<file path="src/rtl/clock_pkg.sv">
// Shared types and constants for the stopwatch front panel: FSM states,
// BCD digit limits and the mm:ss increment helper.
package clock_pkg;

   typedef enum logic [1:0] {
      IDLE  = 2'd0,
      RUN   = 2'd1,
      PAUSE = 2'd2,
      LAP   = 2'd3
   } sw_state_t;

   localparam int          DIGIT_W      = 4;
   localparam logic [3:0]  SEC_TENS_MAX = 4'd5;
   localparam logic [3:0]  DIGIT_MAX    = 4'd9;
   localparam logic [15:0] WRAP_VAL     = 16'h5959;

   // Advance a {min_tens, min_ones, sec_tens, sec_ones} word by one second,
   // rolling 59:59 over to 00:00.
   function automatic logic [15:0] bcd_inc(input logic [15:0] t);
      logic [DIGIT_W-1:0] so;
      logic [DIGIT_W-1:0] st;
      logic [DIGIT_W-1:0] mo;
      logic [DIGIT_W-1:0] mt;
      so = t[3:0];
      st = t[7:4];
      mo = t[11:8];
      mt = t[15:12];
      if (so != DIGIT_MAX) begin
         so = so + 4'd1;
      end else begin
         so = 4'd0;
         if (st != SEC_TENS_MAX) begin
            st = st + 4'd1;
         end else begin
            st = 4'd0;
            if (mo != DIGIT_MAX) begin
               mo = mo + 4'd1;
            end else begin
               mo = 4'd0;
               if (mt != SEC_TENS_MAX) begin
                  mt = mt + 4'd1;
               end else begin
                  mt = 4'd0;
               end
            end
         end
      end
      return {mt, mo, st, so};
   endfunction

endpackage

</file>
<file path="src/rtl/stopwatch_ctrl_if.sv">
// Button pulses in, display word and status pulses out.
interface stopwatch_ctrl_if;
   logic        start_stop;
   logic        lap;
   logic        clear;
   logic [15:0] disp_bcd;
   logic        running;
   logic        lap_active;
   logic        sec_tick;
   logic        wrap;

   modport master (
      output start_stop, lap, clear,
      input  disp_bcd, running, lap_active, sec_tick, wrap
   );

   modport slave (
      input  start_stop, lap, clear,
      output disp_bcd, running, lap_active, sec_tick, wrap
   );
endinterface

</file>
<file path="src/rtl/tick_prescaler.sv">
// Divides clk down to a one-cycle tick every TICK_DIV enabled cycles.
// The count holds while en is low so a paused second keeps its progress.
module tick_prescaler #(
   parameter int TICK_DIV = 20_000_000
) (
   input  logic clk,
   input  logic rst,
   input  logic en,
   input  logic clr,
   output logic tick
);
   localparam int             CW   = $clog2(TICK_DIV);
   localparam logic [CW-1:0]  TERM = CW'(TICK_DIV - 1);

   logic [CW-1:0] cnt_r;

   assign tick = en && (cnt_r == TERM);

   // Prescale counter: wraps on terminal count, holds when disabled.
   always_ff @(posedge clk) begin
      if (rst) begin
         cnt_r <= '0;
      end else if (clr) begin
         cnt_r <= '0;
      end else if (tick) begin
         cnt_r <= '0;
      end else if (en) begin
         cnt_r <= cnt_r + CW'(1);
      end else begin
         cnt_r <= cnt_r;
      end
   end
endmodule

</file>
<file path="src/rtl/stopwatch_ctrl.sv">
// Stopwatch control FSM plus mm:ss BCD counter and lap latch.
// The display shows the lap latch while in LAP, otherwise the live count.
module stopwatch_ctrl
   import clock_pkg::*;
#(
   parameter int TICK_DIV = 20_000_000
) (
   input  logic              clk,
   input  logic              rst,
   stopwatch_ctrl_if.slave   bus
);
   sw_state_t   state_r;
   sw_state_t   next_state_s;
   logic        lap_capture_s;
   logic        clear_cnt_s;
   logic        counting_s;
   logic        tick_s;
   logic [15:0] count_r;
   logic [15:0] lap_r;
   logic        running_r;
   logic        lap_active_r;
   logic        sec_tick_r;
   logic        wrap_r;

   // Counting is decided by the pre-edge state, so a stop pulse on a tick
   // edge still lets that increment through.
   assign counting_s = (state_r == RUN) || (state_r == LAP);

   tick_prescaler #(.TICK_DIV(TICK_DIV)) u_presc (
      .clk  (clk),
      .rst  (rst),
      .en   (counting_s),
      .clr  (clear_cnt_s),
      .tick (tick_s)
   );

   // Next-state and side-effect decode; pulse priority follows state order.
   always_comb begin
      next_state_s  = state_r;
      lap_capture_s = 1'b0;
      clear_cnt_s   = 1'b0;
      case (state_r)
         IDLE: begin
            if (bus.start_stop) begin
               next_state_s = RUN;
            end else begin
               next_state_s = IDLE;
            end
         end
         RUN: begin
            if (bus.start_stop) begin
               next_state_s = PAUSE;
            end else if (bus.lap) begin
               next_state_s  = LAP;
               lap_capture_s = 1'b1;
            end else begin
               next_state_s = RUN;
            end
         end
         LAP: begin
            if (bus.start_stop) begin
               next_state_s = PAUSE;
            end else if (bus.lap) begin
               next_state_s = RUN;
            end else begin
               next_state_s = LAP;
            end
         end
         PAUSE: begin
            if (bus.clear) begin
               next_state_s = IDLE;
               clear_cnt_s  = 1'b1;
            end else if (bus.start_stop) begin
               next_state_s = RUN;
            end else begin
               next_state_s = PAUSE;
            end
         end
         default: begin
            next_state_s = IDLE;
         end
      endcase
   end

   // State register with status flags decoded from the next state.
   always_ff @(posedge clk) begin
      if (rst) begin
         state_r      <= IDLE;
         running_r    <= 1'b0;
         lap_active_r <= 1'b0;
      end else begin
         state_r      <= next_state_s;
         running_r    <= (next_state_s == RUN) || (next_state_s == LAP);
         lap_active_r <= (next_state_s == LAP);
      end
   end

   // Live mm:ss count; clear and tick can never coincide.
   always_ff @(posedge clk) begin
      if (rst) begin
         count_r <= 16'h0000;
      end else if (clear_cnt_s) begin
         count_r <= 16'h0000;
      end else if (tick_s) begin
         count_r <= bcd_inc(count_r);
      end else begin
         count_r <= count_r;
      end
   end

   // Lap latch captures the pre-edge count, excluding a coincident tick.
   always_ff @(posedge clk) begin
      if (rst) begin
         lap_r <= 16'h0000;
      end else if (lap_capture_s) begin
         lap_r <= count_r;
      end else begin
         lap_r <= lap_r;
      end
   end

   // One-cycle status pulses, delayed one cycle after the increment edge.
   always_ff @(posedge clk) begin
      if (rst) begin
         sec_tick_r <= 1'b0;
         wrap_r     <= 1'b0;
      end else begin
         sec_tick_r <= tick_s;
         wrap_r     <= tick_s && (count_r == WRAP_VAL);
      end
   end

   assign bus.disp_bcd   = lap_active_r ? lap_r : count_r;
   assign bus.running    = running_r;
   assign bus.lap_active = lap_active_r;
   assign bus.sec_tick   = sec_tick_r;
   assign bus.wrap       = wrap_r;
endmodule

</file>
<file path="src/flat_wrapper.sv">
// flat-port wrapper written by rule: the top's interface ports become plain ports
module stopwatch_ctrl_flat import clock_pkg::*;
#(
   parameter int TICK_DIV = 20_000_000
)
  (clk, rst, bus_start_stop, bus_lap, bus_clear, bus_disp_bcd, bus_running, bus_lap_active, bus_sec_tick, bus_wrap);
  stopwatch_ctrl_if bus_i ();
  input  logic clk;
  input  logic rst;
  input wire logic [$bits(bus_i.start_stop)-1:0] bus_start_stop;
  input wire logic [$bits(bus_i.lap)-1:0] bus_lap;
  input wire logic [$bits(bus_i.clear)-1:0] bus_clear;
  output wire logic [$bits(bus_i.disp_bcd)-1:0] bus_disp_bcd;
  output wire logic [$bits(bus_i.running)-1:0] bus_running;
  output wire logic [$bits(bus_i.lap_active)-1:0] bus_lap_active;
  output wire logic [$bits(bus_i.sec_tick)-1:0] bus_sec_tick;
  output wire logic [$bits(bus_i.wrap)-1:0] bus_wrap;
  assign bus_i.start_stop = bus_start_stop;
  assign bus_i.lap = bus_lap;
  assign bus_i.clear = bus_clear;
  assign bus_disp_bcd = bus_i.disp_bcd;
  assign bus_running = bus_i.running;
  assign bus_lap_active = bus_i.lap_active;
  assign bus_sec_tick = bus_i.sec_tick;
  assign bus_wrap = bus_i.wrap;
  stopwatch_ctrl #(.TICK_DIV(TICK_DIV)) u_core (.clk(clk), .rst(rst), .bus(bus_i));
endmodule
</file>
<file path="config.mk">
export PLATFORM = sky130hd
export DESIGN_NAME = stopwatch_ctrl_flat
export DESIGN_NICKNAME = d
export VERILOG_FILES = /design/src/rtl/clock_pkg.sv /design/src/rtl/stopwatch_ctrl_if.sv /design/src/rtl/tick_prescaler.sv /design/src/rtl/stopwatch_ctrl.sv /design/src/flat_wrapper.sv
export SDC_FILE = /design/constraint.sdc
export NUM_CORES = 1
export LEC_CHECK = 0
export CAP_MARGIN = 20
export CORE_UTILIZATION = 55
export CTS_CLUSTER_SIZE = 20
export DETAILED_ROUTE_END_ITERATION = 7
export PLACE_DENSITY_LB_ADDON = 0.08
export SLEW_MARGIN = 20
export SYNTH_ARGS = -nofsm -noshare
export SYNTH_HDL_FRONTEND = slang
export SYNTH_HIERARCHICAL = 1
export SYNTH_SLANG_ARGS = --single-unit
</file>
<file path="constraint.sdc">
create_clock -name clk -period 3.1 [get_ports clk]
set_input_delay 0.465 -clock clk [delete_from_list [all_inputs] [get_ports clk]]
set_output_delay 0.465 -clock clk [all_outputs]
set_load 0.02 [all_outputs]
</file>
Yosys cells after proc, flatten, opt, wreduce, memory -nomap -nowiden. Cells that the tools add are included. W data, S select, Z words.

Output and inout port bits: 20. Input bits: 5. Register bits after elaboration: 63. Word-level logic and storage cells: 58.

Equal/unequal tests: 11. $add $sub $neg: 5. Reduce and logical (&&, ||, !) cells: 10. Bitwise gates (word level): 3. Multiplexer cells: 18.

Operators by type and width (number): $add A25 B1 Y25 const B (1); $eq A25 B25 Y1 const B (1); $add A4 B1 Y4 const B (4); $eq A16 B15 Y1 const B (1); $mux W16 (1); $mux W4 (4); $mux W2 (6); $ne A4 B3 Y1 const B (2); $ne A4 B4 Y1 const B (2); $pmux W2 S4 (1); $eq A2 B2 Y1 const B (3); $mux W1 (6); $eq A2 B1 Y1 const B (2); $reduce_and A4 Y1 (1); $not A1 Y1 (3); $reduce_and A3 Y1 (1); $reduce_or A3 Y1 (1); $logic_and A1 B1 Y1 (2); $logic_not A2 Y1 (1); $logic_or A1 B1 Y1 (2); $reduce_and A2 Y1 (1); $reduce_or A2 Y1 (1).

Depth between registers and ports, before layout.
Depth in word-level cells: 5. Mapped depth: 11. Gate-level depth less buffers: 8.

By module. The synthesis kept the hierarchy.

Modules (own cells, without submodules): stopwatch_ctrl (area an instance 1731.7 sq um, cells each 206, instances 1, seq. area each 740.7 sq um); tick_prescaler (area an instance 1378.8 sq um, cells each 155, instances 1, seq. area each 500.5 sq um).

Worst setup path after synthesis. OpenSTA, ideal clock, no wires.

Path type: register -> register. From: register u_core.u_presc.cnt_r[0]. To: register u_core.count_r[12]. Library setup time: 0.135 ns. Clock period less this slack: 2.620 ns. Setup slack: 0.480 ns. Cell stages (with the launch flop): 10. Buffers on the path: 1. Arrival: 2.485 ns. Data required time: 2.965 ns. Path through: dfxtp_1 > ha_1 > nand2_1 > or3_4 > nor4_4 > buf_4 > and4b_2 > nand3_1 > o311ai_0 > o41ai_1.

Longest elaborated chain between the ends: 3.

RTL lines: start, declared (line tick_prescaler.sv:15) `logic [CW-1:0] cnt_r;`; start signal, assigned (line tick_prescaler.sv:28) `cnt_r <= cnt_r + CW'(1);`; start signal, assigned (line tick_prescaler.sv:30) `cnt_r <= cnt_r;`; $eq A25 B25 Y1 (line tick_prescaler.sv:17) `assign tick = en && (cnt_r == TERM);`; $logic_and A1 B1 Y1 (line tick_prescaler.sv:17); named net u_core.tick_s (line stopwatch_ctrl.sv:17) `logic tick_s;`; $reduce_and A4 Y1 (no source line); end signal, assigned (line stopwatch_ctrl.sv:105) `count_r <= bcd_inc(count_r);`; end signal, assigned (line stopwatch_ctrl.sv:107) `count_r <= count_r;`; end, declared (line stopwatch_ctrl.sv:18) `logic [15:0] count_r;`.

The timed path passes the listed nets, and every way through them passes these cells. A chain may end at the register's enable or synchronous reset.

Worst setup path in the final report.
From: register u_core.lap_active_r, in the netlist u_core/bus.lap_active. To: output port bus_disp_bcd[3].

Longest elaborated chain between the ends: 1.

RTL lines: start, declared (line stopwatch_ctrl.sv:21) `logic lap_active_r;`; start signal, assigned (line stopwatch_ctrl.sv:94) `lap_active_r <= (next_state_s == LAP);`; $mux W16 (line stopwatch_ctrl.sv:133) `assign bus.disp_bcd = lap_active_r ? lap_r : count_r;`; end, declared (line flat_wrapper.sv:13) `output wire logic [$bits(bus_i.disp_bcd)-1:0] bus_disp_bcd;`.

No other way between the ends.

==> reports/results.txt <==
The flow ran to the end, and the final reports show no timing, DRC or antenna violations. The share of the yosys chip area belonging to registers was 0.399; the number of levels the H-tree was split into was 3. Summing all non-filler instances in the final layout gives an area of 3590 um^2. Summing all placed instances gives a cell area of 3350 um^2.

The tools report the routed wire length on met3 as 232 um. The areal power density over the cells was 475 nW/um^2; the TritonCTS buffer count was 9. The vertical die dimension was 77.2 um.

Clock tree root driver cell: sky130_fd_sc_hd__clkbuf_8. The run gives 5470 um^2 as the core area. The clock arrives with 0.00624 ns of skew. For the die area, the log shows 5960 um^2.

In the detailed route, the total length drawn on met2 is 3.10 mm. Using the TritonRoute via totals, the vias-per-cell ratio works out to 5.88. Area growth from synthesis to final layout: 15.4%.

Initial antenna violation count: 0. STA classifies the critical path startpoint as a flop. At the end of routability-driven placement, the weighted congestion stood at 0.807. The cell family contributing the most delay on the critical path was flip-flops.

The worst register-to-register path ends at u_core/count_r[12]$_SDFFE_PP0P_. The synthesized area per cell was 8.62 um^2. The signal on the critical path passes through mux2_2, clkdlybuf4s50_1.

Wires add up to 6.53 mm. By startpoint and endpoint, the worst setup path is classified as flop to output port. The sum of buffers and inverters on the critical path is 1.

Kind of end point of the critical path: an output port. Across all register-to-register paths, the minimum setup slack is 0.56 ns. In this design, the stage delay of the slowest critical-path cell is 0.81 ns. For the worst flop-to-flop path, the logic depth is 8. The flip-flop and latch count after synthesis was 62. The wire length per cell after detailed routing was 14.4 um; the initial detailed-routing violation count was 113. The logs give 0 for the final-report max-slew violation count and 0 ns for the accumulated negative setup slack.

Entering global routing, the biggest net connects 29 pins. The synthesized netlist occupies a cell area of 3110 um^2. No sink is reached through more buffers than the 2 on the longest clock path.

In the synthesized netlist the dominant register cell turns out to be sky130_fd_sc_hd__dfxtp_1. The number of nets in the synthesized netlist is 367. The tools report the first element of the critical path as u_core/bus.lap_active$_SDFF_PP0_. Global routing finished with a remaining overflow of 0. The async set-or-reset flop fraction in the synthesized netlist works out to 0.

Hold path startpoint: u_core/lap_r[8]$_SDFFE_PP0P_. The Yosys warning count is 6. In this run the critical register-to-register path is launched from u_core/u_presc/cnt_r[0]$_SDFFE_PP0P_. The tools report the worst endpoint required time as 2.63 ns.

The count of buffers from port buffering was 24; the total global-route track usage was 0.242. The worst hold path passes through 2 cells. Buffers added to address setup during post-CTS repair amount to 0. For the finished layout, the period the worst path requires is 2.58 ns. During I/O placement, the number of pins put on the boundary was 25. The normalized max-slew margin is 0.364. End of the worst hold path: u_core/lap_r[8]$_SDFFE_PP0P_. The via count of the first global-routing pass was 2503; the number of hold-repair buffers added at the cts stage was 0.

The number of gates resized after CTS was 0. The die boundary width is 77.2 um. The tools report the achievable frequency as 388 MHz. For the setup-violating endpoint count in the final report, the log shows 0.

The fraction of final layout cells sized beyond drive strength 1 was 0.126. The final clock period utilization by the worst path is 0.832, and the max-capacitance violation count is 0. Counting every sink on the clock net gives 62.

TritonCTS built the clock tree. The global-route wire length before repair was 11.5 mm. The worst supply voltage drop on vdd is 0.408 mV, and the leakage power summed over all cells is 1.18 nW. The transition at the pin with the smallest max-transition slack came out at 0.945 ns.

Among all stages on the critical path, the largest delay is contributed by sky130_fd_sc_hd__dfxtp_1. For the arrival time of the worst setup path, the log shows 2.11 ns. The run gives 361 as the instance count of the mapped netlist. Summed over all nets, the half-perimeter wirelength after detailed placement is 4.31 mm.

The clock insertion delay at the later pin of the skew report came out at 0.34 ns. The number of detailed-routing iterations run before antenna repair is 4. The highest layer touched by signal routing is met4. In this run the remaining antenna-violating nets after routing total 0. The number of stages on the worst setup path works out to 2.

The number of remaining DRC errors was 0; the net total in the final layout was 382. The met1 wire length came out at 3.03 mm. The routed layout has 2665 vias. The number of antenna diodes is 0, and the number of enable-type register cells in the synthesized netlist is 0. The largest fanout on the critical path is 18. The total count of hold-check failures in the final report is 0, and the row count is 27.

CTS clock-pin slew for the worst setup and hold paths: 0.07 ns. Number of different library cells in the post-synthesis netlist: 51. The starting utilization of the core area is 0.568.

Setup repair after global routing left no endpoint under its margin. The path class of the lowest-slack min-delay path is flop to flop.
[sequential cells by signal, indices dropped and copies added, names as in the netlist]
name and count:
u_core/state_r 1, u_core/count_r 16, u_core/lap_r 16, u_core/u_presc/cnt_r 25, u_core/bus.lap_active 1, u_core/bus.sec_tick 1, u_core/bus.wrap 1, u_core/bus.running 1
[cell usage after synthesis (2+ instances only)]
cell type / instances / area (um^2)
sky130_fd_sc_hd__mux2i_1: 5 / 50.1
sky130_fd_sc_hd__clkbuf_1: 11 / 41.3
sky130_fd_sc_hd__nand3_1: 12 / 60.1
sky130_fd_sc_hd__or3_1: 6 / 37.5
sky130_fd_sc_hd__and3b_1: 2 / 17.5
sky130_fd_sc_hd__nor4b_1: 3 / 26.3
sky130_fd_sc_hd__a31o_2: 3 / 26.3
sky130_fd_sc_hd__nand4_1: 12 / 75.1
sky130_fd_sc_hd__a311oi_1: 2 / 17.5
sky130_fd_sc_hd__and4_2: 2 / 20.0
sky130_fd_sc_hd__dfxtp_1: 62 / 1240
sky130_fd_sc_hd__and4_1: 8 / 70.1
sky130_fd_sc_hd__and2_1: 3 / 18.8
sky130_fd_sc_hd__mux2_2: 14 / 158
sky130_fd_sc_hd__buf_1: 2 / 7.51
sky130_fd_sc_hd__nor2_1: 16 / 60.1
sky130_fd_sc_hd__buf_2: 6 / 30.0
sky130_fd_sc_hd__a211oi_2: 2 / 25.0
sky130_fd_sc_hd__nor4_1: 4 / 25.0
sky130_fd_sc_hd__o21ai_0: 11 / 55.1
sky130_fd_sc_hd__a211oi_1: 6 / 45.0
sky130_fd_sc_hd__nand2b_1: 3 / 18.8
sky130_fd_sc_hd__nand2_1: 49 / 184
sky130_fd_sc_hd__inv_1: 7 / 26.3
sky130_fd_sc_hd__xnor2_1: 16 / 140
sky130_fd_sc_hd__buf_4: 5 / 37.5
sky130_fd_sc_hd__and3_1: 4 / 25.0
sky130_fd_sc_hd__xor2_1: 4 / 35.0
sky130_fd_sc_hd__or4_1: 3 / 22.5
sky130_fd_sc_hd__o31ai_1: 4 / 30.0
sky130_fd_sc_hd__nor2b_1: 9 / 56.3
sky130_fd_sc_hd__a21oi_1: 27 / 135
sky130_fd_sc_hd__nor3b_1: 2 / 15.0
sky130_fd_sc_hd__nor3_1: 19 / 95.1
[worst register-to-register path: cells and delay by family (launching register included)]
family | cells | cell delay [ns]
fa+ha+maj | 1 | 0.25
flops | 1 | 0.42
simple gates | 5 | 1.20
compound gates | 2 | 0.54
[area by class of cell]
class	instances	area, um^2
clock buffers	13	169
clock inverters	3	65.1
fillers	465	1880
inverters	7	26.3
multi-input cells	268	1730
flip-flops and latches	62	1240
well taps	72	90.1
repair buffers	28	270
[power by group]
| part | internal [mW] | switching, mW | total, mW |
|---|---|---|---|
| logic | 0.0252 | 0.0418 | 0.0670 |
| clock network | 0.518 | 0.309 | 0.827 |
| registers | 0.802 | 0.00762 | 0.810 |
[kinds of logic (layout without fill, tap and decap cells)]
family / Yosys count / after routing / synth area share
xor+xnor: 20 / 20 / 0.0563
flops: 62 / 62 / 0.399
buf+inv: 31 / 51 / 0.0459
simple gates: 170 / 170 / 0.313
compound gates: 58 / 58 / 0.115
mux: 19 / 19 / 0.0668
fa+ha+maj: 1 / 1 / 0.00402
[worst max path at each step]
stage / end / slack (ns)
6_report: bus_disp_bcd[3] / 0.52
4_1_cts: bus_disp_bcd[10] / 0.47
3_3_place_gp: u_core/count_r[12]$_SDFFE_PP0P_ / 0.70
5_1_grt: u_core/count_r[3]$_SDFFE_PP0P_ / 0.38
3_5_place_dp: u_core/count_r[12]$_SDFFE_PP0P_ / 0.56
2_1_floorplan: u_core/count_r[12]$_SDFFE_PP0P_ / 0.48
[layout by cell type, fill, tap and decap left out, types with 4 or more instances in the layout]
master / n
sky130_fd_sc_hd__nand3_1: 12
sky130_fd_sc_hd__nor2_1: 16
sky130_fd_sc_hd__nand2_1: 49
sky130_fd_sc_hd__clkdlybuf4s50_1: 24
sky130_fd_sc_hd__dfxtp_1: 62
sky130_fd_sc_hd__mux2_2: 14
sky130_fd_sc_hd__o21ai_0: 11
sky130_fd_sc_hd__xor2_1: 4
sky130_fd_sc_hd__inv_1: 7
sky130_fd_sc_hd__mux2i_1: 5
sky130_fd_sc_hd__xnor2_1: 16
sky130_fd_sc_hd__buf_4: 4
sky130_fd_sc_hd__nor2b_1: 9
sky130_fd_sc_hd__a211oi_1: 6
sky130_fd_sc_hd__or3_1: 6
sky130_fd_sc_hd__o31ai_1: 4
sky130_fd_sc_hd__nor4_1: 4
sky130_fd_sc_hd__clkbuf_8: 12
sky130_fd_sc_hd__a21oi_1: 27
sky130_fd_sc_hd__nor3_1: 19
sky130_fd_sc_hd__and4_1: 8
sky130_fd_sc_hd__nand4_1: 12
sky130_fd_sc_hd__and3_1: 4
[stage by stage]
step	setup WS [ns]	power (mW)	std cells	util	hold slack, ns
final	0.521	1.70	453	0.656	0.453
after floorplan	0.480	0.876	361	-	0.433
after global placement	0.697	0.894	437	0.613	0.438
after CTS	0.468	1.72	453	0.656	0.456
after detailed placement	0.555	0.895	437	0.613	0.446
after global routing	0.384	1.75	453	0.656	0.471
[routing by layer]
metal / track usage / vias to the layer above
li1: - / 1332
met1: 0.297 / 1252
met2: 0.389 / 66
met3: 0.0464 / 15
met4: 0.149 / 0
met5: 0 / -
No activity file was read; power rests on OpenSTA's default activity.
